File: src/rtl/ov5640_sccb_pkg.sv
// ============================================================================
// Module      : ov5640_sccb_pkg
// Description : Shared types and constants for the OV5640 SCCB register writer
//               (FSM state enum, quarter-phase type, default device ID and the
//               transmit byte selector).
// Revision    : 1.0 - initial release
// ============================================================================
`default_nettype none

package ov5640_sccb_pkg;

    // Transaction-level FSM states
    typedef enum logic [2:0] {
        IDLE  = 3'd0,
        START = 3'd1,
        SHIFT = 3'd2,
        ACK   = 3'd3,
        STOP  = 3'd4,
        DONE  = 3'd5
    } sccb_state_t;

    // Quarter of an SCCB bit period (q0..q3)
    typedef logic [1:0] quarter_t;

    // OV5640 8-bit write ID (7-bit address 0x3C shifted, R/W=0)
    localparam logic [7:0] c_DEV_ID_DEFAULT = 8'h78;

    // Byte sent in slot idx of a 3-phase write: ID, addr hi, addr lo, data
    function automatic logic [7:0] sccb_byte_sel(
        input logic [1:0]  idx,
        input logic [7:0]  dev_id,
        input logic [15:0] addr,
        input logic [7:0]  data
    );
        logic [7:0] v;
        case (idx)
            2'd0:    v = dev_id;
            2'd1:    v = addr[15:8];
            2'd2:    v = addr[7:0];
            default: v = data;
        endcase
        return v;
    endfunction

endpackage

`default_nettype wire

File: src/rtl/sccb_tick_gen.sv
// ============================================================================
// Module      : sccb_tick_gen
// Description : Quarter-bit tick divider. Emits a one-cycle tick every CLK_DIV
//               clk_sys cycles; clr restarts the count so the first tick of a
//               transaction lands exactly CLK_DIV cycles after acceptance.
// Revision    : 1.0 - initial release
// ============================================================================
`default_nettype none

module sccb_tick_gen #(
    parameter int CLK_DIV = 125
) (
    input  logic clk_sys,
    input  logic reset,
    input  logic clr,
    output logic tick
);

    localparam int CW = (CLK_DIV > 1) ? $clog2(CLK_DIV) : 1;

    logic [CW-1:0] r_cnt;

    assign tick = (r_cnt == CW'(CLK_DIV - 1));

    // Free-running modulo-CLK_DIV counter, restarted by reset or clr
    always_ff @(posedge clk_sys) begin
        if (reset || clr) begin
            r_cnt <= '0;
        end else if (tick) begin
            r_cnt <= '0;
        end else begin
            r_cnt <= r_cnt + CW'(1);
        end
    end

endmodule

`default_nettype wire

File: src/rtl/ov5640_sccb_writer.sv
// ============================================================================
// Module      : ov5640_sccb_writer
// Description : Single-register SCCB write master for the OV5640. Sends
//               DEV_ID, addr[15:8], addr[7:0], data framed by start/stop, each
//               bit split into four quarter-phase ticks. SIOC is push-pull,
//               SIOD is open drain via siod_oe.
//               Optional feature macro: OV5640_SCCB_ACK_CHECK_EN
//               (when defined, a high SIOD at the ACK sample sets nack_err).
// Revision    : 1.0 - initial release
// ============================================================================
`default_nettype none

module ov5640_sccb_writer
    import ov5640_sccb_pkg::*;
#(
    parameter int         CLK_DIV = 125,
    parameter logic [7:0] DEV_ID  = c_DEV_ID_DEFAULT
) (
    input  logic        clk_sys,
    input  logic        reset,
    input  logic        start_ov5640,
    input  logic [15:0] address_ov5640,
    input  logic [7:0]  data_ov5640,
    output logic        ready_ov5640,
    output logic        done_ov5640,
    output logic        sioc,
    output logic        siod_oe,
    input  logic        siod_in,
    output logic        nack_err
);

    sccb_state_t r_state, w_state_nxt;
    quarter_t    r_q, w_q_nxt;
    logic [2:0]  r_bit, w_bit_nxt;
    logic [1:0]  r_byte, w_byte_nxt;
    logic [15:0] r_addr;
    logic [7:0]  r_data;
    logic        r_sioc, r_siod_oe;
    logic        w_sioc, w_siod_oe;
    logic        w_tick;
    logic        w_accept;
    logic [7:0]  w_cur_byte;
    logic        w_cur_bit;

    assign w_accept     = (r_state == IDLE) && start_ov5640;
    // Drops in the request cycle itself so a registered requester cannot
    // fire a second start while the first is being taken
    assign ready_ov5640 = (r_state == IDLE) && !start_ov5640;
    assign done_ov5640  = (r_state == DONE);
    assign sioc         = r_sioc;
    assign siod_oe      = r_siod_oe;

    sccb_tick_gen #(
        .CLK_DIV (CLK_DIV)
    ) u_tick_gen (
        .clk_sys (clk_sys),
        .reset   (reset),
        .clr     (w_accept),
        .tick    (w_tick)
    );

    assign w_cur_byte = sccb_byte_sel(r_byte, DEV_ID, r_addr, r_data);
    assign w_cur_bit  = w_cur_byte[3'd7 - r_bit];   // MSB first

    // State, quarter, bit and byte counters
    always_ff @(posedge clk_sys) begin
        if (reset) begin
            r_state <= IDLE;
            r_q     <= '0;
            r_bit   <= '0;
            r_byte  <= '0;
        end else begin
            r_state <= w_state_nxt;
            r_q     <= w_q_nxt;
            r_bit   <= w_bit_nxt;
            r_byte  <= w_byte_nxt;
        end
    end

    // Capture the write payload in the accepting cycle only
    always_ff @(posedge clk_sys) begin
        if (reset) begin
            r_addr <= '0;
            r_data <= '0;
        end else if (w_accept) begin
            r_addr <= address_ov5640;
            r_data <= data_ov5640;
        end
    end

    // Next-state and line levels; lines are registered below to stay glitch-free
    always_comb begin
        w_state_nxt = r_state;
        w_q_nxt     = r_q;
        w_bit_nxt   = r_bit;
        w_byte_nxt  = r_byte;
        w_sioc      = 1'b1;
        w_siod_oe   = 1'b0;
        case (r_state)
            IDLE: begin
                if (start_ov5640) begin
                    w_state_nxt = START;
                    w_q_nxt     = '0;
                    w_bit_nxt   = '0;
                    w_byte_nxt  = '0;
                end
            end
            START: begin
                w_sioc    = (r_q != 2'd3);
                w_siod_oe = r_q[1];
                if (w_tick) begin
                    w_q_nxt = r_q + 2'd1;
                    if (r_q == 2'd3) begin
                        w_state_nxt = SHIFT;
                        w_bit_nxt   = '0;
                    end
                end
            end
            SHIFT: begin
                w_sioc    = (r_q == 2'd1) || (r_q == 2'd2);
                w_siod_oe = !w_cur_bit;
                if (w_tick) begin
                    w_q_nxt = r_q + 2'd1;
                    if (r_q == 2'd3) begin
                        if (r_bit == 3'd7) begin
                            w_state_nxt = ACK;
                        end else begin
                            w_bit_nxt = r_bit + 3'd1;
                        end
                    end
                end
            end
            ACK: begin
                w_sioc    = (r_q == 2'd1) || (r_q == 2'd2);
                w_siod_oe = 1'b0;
                if (w_tick) begin
                    w_q_nxt = r_q + 2'd1;
                    if (r_q == 2'd3) begin
                        if (r_byte == 2'd3) begin
                            w_state_nxt = STOP;
                        end else begin
                            w_state_nxt = SHIFT;
                            w_byte_nxt  = r_byte + 2'd1;
                            w_bit_nxt   = '0;
                        end
                    end
                end
            end
            STOP: begin
                w_sioc    = (r_q != 2'd0);
                w_siod_oe = !r_q[1];
                if (w_tick) begin
                    w_q_nxt = r_q + 2'd1;
                    if (r_q == 2'd3) begin
                        w_state_nxt = DONE;
                    end
                end
            end
            DONE: begin
                w_state_nxt = IDLE;
            end
            default: begin
                w_state_nxt = IDLE;
            end
        endcase
    end

    // Line drivers; reset releases the bus on the very next edge
    always_ff @(posedge clk_sys) begin
        if (reset) begin
            r_sioc    <= 1'b1;
            r_siod_oe <= 1'b0;
        end else begin
            r_sioc    <= w_sioc;
            r_siod_oe <= w_siod_oe;
        end
    end

`ifdef OV5640_SCCB_ACK_CHECK_EN
    logic r_nack;

    // Sticky NACK flag: set on a high ACK sample at q2, cleared on a new start
    always_ff @(posedge clk_sys) begin
        if (reset) begin
            r_nack <= 1'b0;
        end else if (w_accept) begin
            r_nack <= 1'b0;
        end else if ((r_state == ACK) && (r_q == 2'd2) && w_tick && siod_in) begin
            r_nack <= 1'b1;
        end
    end

    assign nack_err = r_nack;
`else
    // ACK slot is treated as the SCCB don't-care bit; SIOD is never read
    logic w_unused_siod;
    assign w_unused_siod = siod_in;
    assign nack_err      = 1'b0;
`endif

endmodule

`default_nettype wire

File: config.mk
export PLATFORM = sky130hd
export DESIGN_NAME = ov5640_sccb_writer
export DESIGN_NICKNAME = d
export VERILOG_FILES = /design/src/rtl/ov5640_sccb_pkg.sv /design/src/rtl/sccb_tick_gen.sv /design/src/rtl/ov5640_sccb_writer.sv
export SDC_FILE = /design/constraint.sdc
export NUM_CORES = 1
export LEC_CHECK = 0
export ABC_AREA = 1
export ABC_CLOCK_PERIOD_IN_PS = 1400
export CORE_MARGIN = 2
export CORE_UTILIZATION = 30
export CTS_CLUSTER_DIAMETER = 80
export CTS_CLUSTER_SIZE = 25
export DETAILED_ROUTE_END_ITERATION = 12
export HOLD_SLACK_MARGIN = 0.15
export REMOVE_ABC_BUFFERS = 1
export SETUP_SLACK_MARGIN = 0.15
export SYNTH_ARGS = -nofsm -noshare
export SYNTH_HDL_FRONTEND = slang
export SYNTH_SLANG_ARGS = --single-unit
File: constraint.sdc
create_clock -name clk_sys -period 1.4 [get_ports clk_sys]
set_input_delay 0.28 -clock clk_sys [delete_from_list [all_inputs] [get_ports clk_sys]]
set_output_delay 0.28 -clock clk_sys [all_outputs]
set_load 0.005 [all_outputs]
Word level (Yosys, flattened, before mapping). Cells that the tools add are included.

Add/subtract/negate cells: 5. $lt $le $gt $ge: 1. Reductions and logical operators: 20. Muxes and demuxes: 34. Eq/ne operators: 27.

Operators by type and width (number): two-way mux 3 bit (20); case mux 8 bit (3 select lines) (1); AND reduction 10 bit (2); != test 2 bit (second input constant) (9); case mux 3 bit (5 select lines) (1); case mux 3 bit (4 select lines) (1); two-way mux 2 bit (5); != test 2 x 1 -> 1 bit (second input constant) (5); == test 3 bit (second input constant) (3); == test 2 bit (second input constant) (4); case mux 2 bit (2 select lines) (2); adder 7 x 1 -> 7 bit (second input constant) (1); == test 7 bit (second input constant) (1); == test 3 x 2 -> 1 bit (second input constant) (2); case mux 1 bit (3 select lines) (2); nonzero test 2 bit (3); AND reduction 5 bit (1); adder 2 x 1 -> 2 bit (second input constant) (2); == test 2 x 1 -> 1 bit (second input constant) (2); < comparator 3 x 4 -> 1 bit (second input constant) (1); nonzero test 4 bit (1); OR reduction 2 bit (2); OR reduction 4 bit (1); adder 3 x 1 -> 3 bit (second input constant) (1); 10 further kinds (14).

Bits of input ports: 28. Flip-flop bits (word level): 43. Word-level logic and storage cells: 96. Output and inout port bits: 5.

Longest topological paths before layout. Gate-level depths: netlist of run 1.

Depth in word-level cells: 6. Gate-level depth with buffers: 12. Depth with buffers taken out: 11.

Modules after synthesis. From an unflattened synthesis of run 1, not the netlist that was laid out.

Cell total of the unflattened synthesis: 327. Area, all modules: 2230.9 um2.

By module, submodules not included: ov5640_sccb_writer (sequential area each 720.7 um2, times used 1, cells an instance 283, area each 1886.8 um2); sccb_tick_gen (sequential area each 140.1 um2, times used 1, cells an instance 44, area each 344.1 um2).

Worst setup path after synthesis of run 1. Ideal clock, no wire load.

Path type: register to register. From: register r_byte[0]. To: register r_bit[1]. Required time: 1.282 ns. Path buffers: 1. Data arrival time: 1.377 ns. Library setup time: 0.118 ns. Clock period less this slack: 1.495 ns. Cell stages (with the launch flop): 11. Slack: -0.095 ns. Path through: dfxtp_1 ha_1 buf_2 inv_1 nor2_2 a21oi_1 nand2_1 nor2_2 nand2_1 nand2_1 nor2_1.

Word-level cells in the longest chain between the ends: 3.

RTL lines: start, declared (line ov5640_sccb_writer.sv:35) `logic [1:0] r_byte, w_byte_nxt;`; start signal, assigned (line ov5640_sccb_writer.sv:76) `r_byte <= w_byte_nxt;`; == test 2 bit (line ov5640_sccb_writer.sv:139) `if (r_byte == 2'd3) begin`; != test 2 bit (no line); AND reduction 10 bit (no line); end signal, assigned (line ov5640_sccb_writer.sv:75) `r_bit <= w_bit_nxt;`; end, declared (line ov5640_sccb_writer.sv:34) `logic [2:0] r_bit, w_bit_nxt;`.

No other way between the ends. A chain may end at the register's enable or synchronous reset.

Worst setup path after layout of run 1.
From: register r_byte[0]. To: register r_siod_oe, in the netlist siod_oe.

Word-level cells in the longest chain between the ends: 6. Elaborated cells between the ends (all ways): 8. Those cells by class: eq/ne: 2; mux: 4; reduce/logical: 2.

RTL lines: == test 2 bit, or another cell as far along (line ov5640_sccb_pkg.sv:36) `case (idx)`; case mux 8 bit (3 select lines) * (line ov5640_sccb_pkg.sv:36); binary-select mux 1 bit (select 3 bit) * (line ov5640_sccb_writer.sv:63) `assign w_cur_bit = w_cur_byte[3'd7 - r_bit];`; two-way mux 1 bit (implied by the code) * (line ov5640_sccb_writer.sv:63); zero test 1 bit * (line ov5640_sccb_writer.sv:121) `w_siod_oe = !w_cur_bit;`; case mux 1 bit (3 select lines) * (line ov5640_sccb_writer.sv:99) `case (r_state)`; end signal, assigned (line ov5640_sccb_writer.sv:175) `r_siod_oe <= w_siod_oe;`; end, declared (line ov5640_sccb_writer.sv:38) `logic r_sioc, r_siod_oe;`.

Mark *: on every way between the ends. The rest lies on a longest branch, timed or not. The select of a mux whose other input is x is not followed.

==> results of run 1 <==
## stage by stage
step / power, mW / utilization / hold slack, ps / cell area (um^2) / setup slack [ps]
3_5_place_dp: 3.71 / 0.391 / 445 / 2860 / -295
6_report: 4.97 / 0.459 / 460 / 3370 / -10.2
3_3_place_gp: 3.68 / 0.391 / 441 / 2860 / -291
4_1_cts: 4.72 / 0.434 / 461 / 3180 / 10.0
2_1_floorplan: 2.98 / - / 342 / 2220 / -179
5_1_grt: 5.39 / 0.459 / 474 / 3370 / -91.1
## state kept, by name, summed over array words and instances, names as in the netlist
name and count:
r_data 8, r_q 2, u_tick_gen.r_cnt 7, r_byte 2, r_bit 3, r_state 3, siod_oe 1, r_addr 16
sioc 1
## cell families after synthesis
kind of cell | after synthesis
xor+xnor | 4
simple gates | 159
compound gates | 54
flops | 43
fa+ha+maj | 10
other cells | 1
buf+inv | 51
## placed cells by master, fill, tap and decap left out, drive strengths merged, types with 2 or more instances in the layout
cell	n
nor3	4
clkdlybuf4s50	26
a21oi	20
ha	10
nand3	20
nor2	60
inv	38
dlygate4sd2	2
o21ai	32
xor2	4
nand4	4
nand2	69
clkbuf	6
buf	39
dfxtp	43
## synthesized netlist by cell type, types with 2 or more instances
cell      instances  share of area
nand2_1          61           0.10
nor2_1           51          0.084
dfxtp_1          43           0.38
inv_1            30          0.049
o21ai_0          25          0.055
a21oi_1          19          0.042
nand3_1          19          0.042
ha_1             10          0.055
inv_2             8          0.013
buf_2             5          0.011
clkbuf_1          5         0.0082
nand2_2           5          0.014
o21ai_1           5          0.011
nor2_2            4          0.011
nor2_4            4          0.020
xor2_1            4          0.015
nand2_4           3          0.015
nand4_1           3         0.0082
nor3_1            3         0.0066
buf_4             2         0.0066
o21ai_2           2         0.0077
## repair_timing
item,CTS,global route
hold endpoints to repair,0,0
endpoints found under the setup margin,32,45
resized for setup,72,49
gates cloned,0,0
buffers inserted,7,2
pin swaps,23,12
## worst max-delay path, stage by stage, from the launching register on
cell and delay, ps:
dfxtp_4 380, ha_4 190, inv_4 80, buf_4 110, nand3_1 100, nand2_1 80
nand3_1 100, nand3_2 80, nand3_2 80, a21oi_2 150
## power by group through the flow
stage               logic (mW)  clock network [mW]  registers (mW)
detailed placement        2.05                   0            1.67
global route              2.82               0.872            1.70
global placement          2.01                   0            1.66
floorplan                 1.32                   0            1.67
finish                    2.53               0.782            1.66
CTS                       2.26               0.815            1.65
## layer usage
layer  routed length, um  GRT usage  up-vias  part of all wire
li1                    -          -     1142                 -
met1                2500      0.170      986              0.46
met2                2580      0.235       41              0.47
met3                 249     0.0357       11             0.046
met4                 108     0.0379        0             0.020
met5                   0          0        -                 0
## layout make-up
type,instances,area [um^2]
tap,99,124
timing repair buffer,67,611
inverter,38,158
clock inverter,2,12.5
sequential,43,883
fill,697,3960
clock buffer,6,72.6
multi-input combinational,228,1510
## worst paths after layout
| check | startpoint | to | slack, ps | cells after the start |
|---|---|---|---|---|
| hold / removal | r_data[4] | r_data[4] | 460 | 2 |
| setup reg to reg | r_byte[0] | siod_oe | -10 | 9 |
| setup / recovery | r_byte[0] | siod_oe | -10 | 9 |
| hold reg to reg | r_data[4] | r_data[4] | 460 | 2 |
==> impl_metrics.env, run 1 <==
export IMPL_num_io_pins=33
export IMPL_p_leak_nw=1.39
export IMPL_arrival_ps=1640
export IMPL_ant_nets=0
export IMPL_worstSetupStartpointType="flop"
export IMPL_required_ps=1630
export IMPL_tns_ps=-20.0
export IMPL_instances_no_fill=483
export IMPL_hold_buffers=0
export IMPL_ys_ff_latch=43
export IMPL_num_rows=31
export IMPL_h_tree_depth=2
export IMPL_synth_cells=322
export IMPL_core_area_mm2=0.00733
export IMPL_place_congestion=0.817
export IMPL_yosysSeqAreaShare=0.376
export IMPL_finClkSkew_ps=7.79
export IMPL_syn_area_mm2=0.00229
export IMPL_synthXorXnorAreaFrac=0.0153
export IMPL_switching_share=0.402
export IMPL_powerDensity_mw_per_mm2=1480
export IMPL_slew_viol_final=0
export IMPL_setup_ws_ps=-10.2
export IMPL_clock_fmax_mhz=709
export IMPL_antenna_cells=0
export IMPL_io_buffer_count=30
export IMPL_drc=0
export IMPL_maxCapViolCount=0
export IMPL_dp_hpwl_um=3880
export IMPL_grt_max_degree=24
export IMPL_synthFlopType="dfxtp_1"
export IMPL_clk_latency_ps=300
export IMPL_drt_pass1_iterations=4
export IMPL_syn_avg_cell_area_um2=7.10
export IMPL_rsz0062_at_grt="yes"
export IMPL_synth_compound_area_share=0.126
export IMPL_grt_usage=0.137
export IMPL_wl_per_cell_um=11.3
export IMPL_violations="negative setup slack"
export IMPL_async_reset_ff_frac=0
export IMPL_status="finished, violations left"
export IMPL_hold_viol=0
export IMPL_seq_power_share=0.334
export IMPL_endpoint_kind="flop"
export IMPL_cts_buffer_depth=2
export IMPL_die_x_um=91.3
export IMPL_dp_cells=466
export IMPL_drt_iter0_drc=76
export IMPL_cts_buffers=5
export IMPL_synth_top_family_by_area="simple AND/OR/NAND/NOR gates"
export IMPL_cts_tree="built"
export IMPL_p_comb_frac=0.509
export IMPL_synth_mux_area_fraction=0
export IMPL_viasPerCell=4.51
export IMPL_synth_simple_area_share=0.333
export IMPL_area_growth_pct=47.3
export IMPL_cts_root_buf="clkbuf_8"
export IMPL_synth_edf_count=0
export IMPL_grt_antenna_before_repair=0
export IMPL_vdd_drop_max_mv=0.569
export IMPL_pwr_share_clk=0.157
export IMPL_hp_class="flop to flop"
export IMPL_die_y_um=91.3
export IMPL_grt_pass1_wl_um=9360
export IMPL_start_util=0.312
export IMPL_cts_num_sinks=43
export IMPL_dieArea_mm2=0.00834
export IMPL_setup_violations=3
export IMPL_yosys_area_share_adder=0.0547
export IMPL_grt_ovfl_total=0
export IMPL_nets=421
export IMPL_final_min_clock_period_ps=1410
export IMPL_path_clk_slew_ps=90
export IMPL_critPathMaxFanout=5
export IMPL_synth_cell_types=32
export IMPL_p_int_mw=2.97
export IMPL_grt_pass1_vias=2155
export IMPL_synth_warnings=0
export IMPL_switchingPower_mw=2.00
export IMPL_num_vias=2180
export IMPL_worstSetupPathType="flop to flop"
export IMPL_wl_um=5440
export IMPL_fin_crit_sh=1.01
export IMPL_layout_drive_gt1_share=0.393
No activity file was read; power rests on OpenSTA's default activity.
==> run 2, diff against run 1 <==
--- a/config.mk
+++ b/config.mk
@@ -15,6 +15,8 @@
 export HOLD_SLACK_MARGIN = 0.15
 export REMOVE_ABC_BUFFERS = 1
 export SETUP_SLACK_MARGIN = 0.15
+export SKIP_CTS_REPAIR_TIMING = 1
 export SYNTH_ARGS = -nofsm -noshare
 export SYNTH_HDL_FRONTEND = slang
 export SYNTH_SLANG_ARGS = --single-unit
+export TNS_END_PERCENT = 30
==> impl_metrics.env, run 2 (synthesis gave the netlist of run 1 again) <==
export IMPL_cp_startpoint="r_state[1]"
export IMPL_critPathMaxFanout=3
export IMPL_largest_reg_flops=16
export IMPL_slew_viol_final=0
export IMPL_clock_fmax_mhz=720
export IMPL_io_buffer_count=30
export IMPL_p_leak_nw=1.41
export IMPL_arrival_ps=1110
export IMPL_cp_top_family="flip-flops"
export IMPL_grt_antenna_before_repair=0
export IMPL_holdWs_ps=455
export IMPL_num_io_pins=33
export IMPL_start_util=0.312
export IMPL_final_common_cell="nand2_1"
export IMPL_num_vias=2173
export IMPL_place_area_mm2=0.00286
export IMPL_crit_chain="inv_2 -> nand2_4 -> nor2_4 -> nand2_2 -> inv_2 -> clkbuf_2"
export IMPL_dieArea_mm2=0.00834
export IMPL_cpMostUsedCell="inv_2"
export IMPL_place_congestion=0.817
export IMPL_final_min_clock_period_ps=1390
export IMPL_setup_violations=0
export IMPL_powerDensity_mw_per_mm2=1460
export IMPL_grt_pass1_vias=2097
export IMPL_r2r_start="r_byte[0]"
export IMPL_cp_num_cells=6
export IMPL_status="finished clean"
export IMPL_endpoint_kind="output pin"
export IMPL_top_regs="r_addr: 16 flops, r_data: 8 flops, u_tick_gen.r_cnt: 7 flops"
export IMPL_cts_num_sinks=43
export IMPL_hold_viol=0
export IMPL_ant_nets=0
export IMPL_num_rows=31
export IMPL_reg2reg_slack_ps=10
export IMPL_dp_hpwl_um=3880
export IMPL_drc=0
export IMPL_cts_buffers=5
export IMPL_grt_pass1_wl_um=8930
export IMPL_fin_util=0.446
export IMPL_cts_tree="built"
export IMPL_cts_root_buf="clkbuf_8"
export IMPL_max_stage_delay_ps=340
export IMPL_layout_common_cells="nand2_1 (49), nor2_1 (47), buf_4 (32)"
export IMPL_die_x_um=91.3
export IMPL_grt_ovfl_total=0
export IMPL_wl_um=5400
export IMPL_finClkSkew_ps=6.56
export IMPL_cts_buffer_depth=2
export IMPL_grt_max_degree=24
export IMPL_path_clk_slew_ps=90
export IMPL_crit_end="ready_ov5640"
export IMPL_area_growth_pct=42.9
export IMPL_required_ps=1120
export IMPL_fin_area_mm2=0.00327
export IMPL_path_buf_inv=3
export IMPL_reg2reg_to="siod_oe"
export IMPL_antenna_cells=0
export IMPL_worstSetupPathType="flop to output pin"
export IMPL_layout_drive_gt1_share=0.352
export IMPL_core_area_mm2=0.00733
export IMPL_slowest_stage="dfxtp_2"
export IMPL_hp_class="flop to flop"
export IMPL_drt_pass1_iterations=4
export IMPL_viasPerCell=4.51
export IMPL_reg2reg_depth=9
export IMPL_worstSetupStartpointType="flop"
export IMPL_top_register="r_addr"
export IMPL_grt_usage=0.131
export IMPL_maxCapViolCount=0
export IMPL_wl_per_cell_um=11.2
export IMPL_fin_crit_sh=0.992
export IMPL_die_y_um=91.3
export IMPL_nets=420
export IMPL_vdd_drop_max_mv=0.551
export IMPL_h_tree_depth=2
export IMPL_clk_latency_ps=300
export IMPL_drt_iter0_drc=105
export IMPL_rsz0062_at_grt="yes"
run 2: where the power goes:
| group | internal, mW | switching (mW) |
|---|---|---|
| clock network | 0.349 | 0.439 |
| logic | 1.00 | 1.32 |
| registers | 1.51 | 0.141 |
run 2: area by class of cell:
type | count | area, um^2
fill | 715 | 4060
clock inverter | 2 | 12.5
timing repair buffer | 66 | 597
inverter | 38 | 148
clock buffer | 6 | 72.6
multi-input combinational | 228 | 1430
sequential | 43 | 885
tap | 99 | 124
run 2: stage by stage:
stage	instances	worst slack, ps	setup TNS, ps	power (mW)
after floorplan	309	-179	-2100	2.98
after global placement	466	-291	-4360	3.68
after detailed placement	466	-295	-4550	3.71
after CTS	474	-419	-1680	4.51
after global routing	482	-102	-1730	5.18
final	482	11.7	0	4.76
run 2: worst min path at each step:
stage                          from          to  cells past startpoint
after floorplan               reset  r_state[2]                      1
after global routing      r_data[4]   r_data[4]                      2
after global placement    r_data[4]   r_data[4]                      2
final                     r_data[4]   r_data[4]                      2
after CTS                 r_data[4]   r_data[4]                      2
after detailed placement  r_data[4]   r_data[4]                      2
run 2: per-layer routing:
| metal | routed length (um) | GRT usage |
|---|---|---|
| met1 | 2530 | 0.160 |
| met2 | 2580 | 0.224 |
| met3 | 232 | 0.0373 |
| met4 | 57 | 0.0354 |
| met5 | 0 | 0 |
run 2: worst register-to-register path, cell delays in order, from the launching register on:
cell and delay, ps:
dfxtp_4 370, buf_6 120, ha_4 180, nand2_1 70
nand3_1 90, nand2_1 80, nand3_1 80, nand3_1 110
nand3_2 90, a21oi_2 140
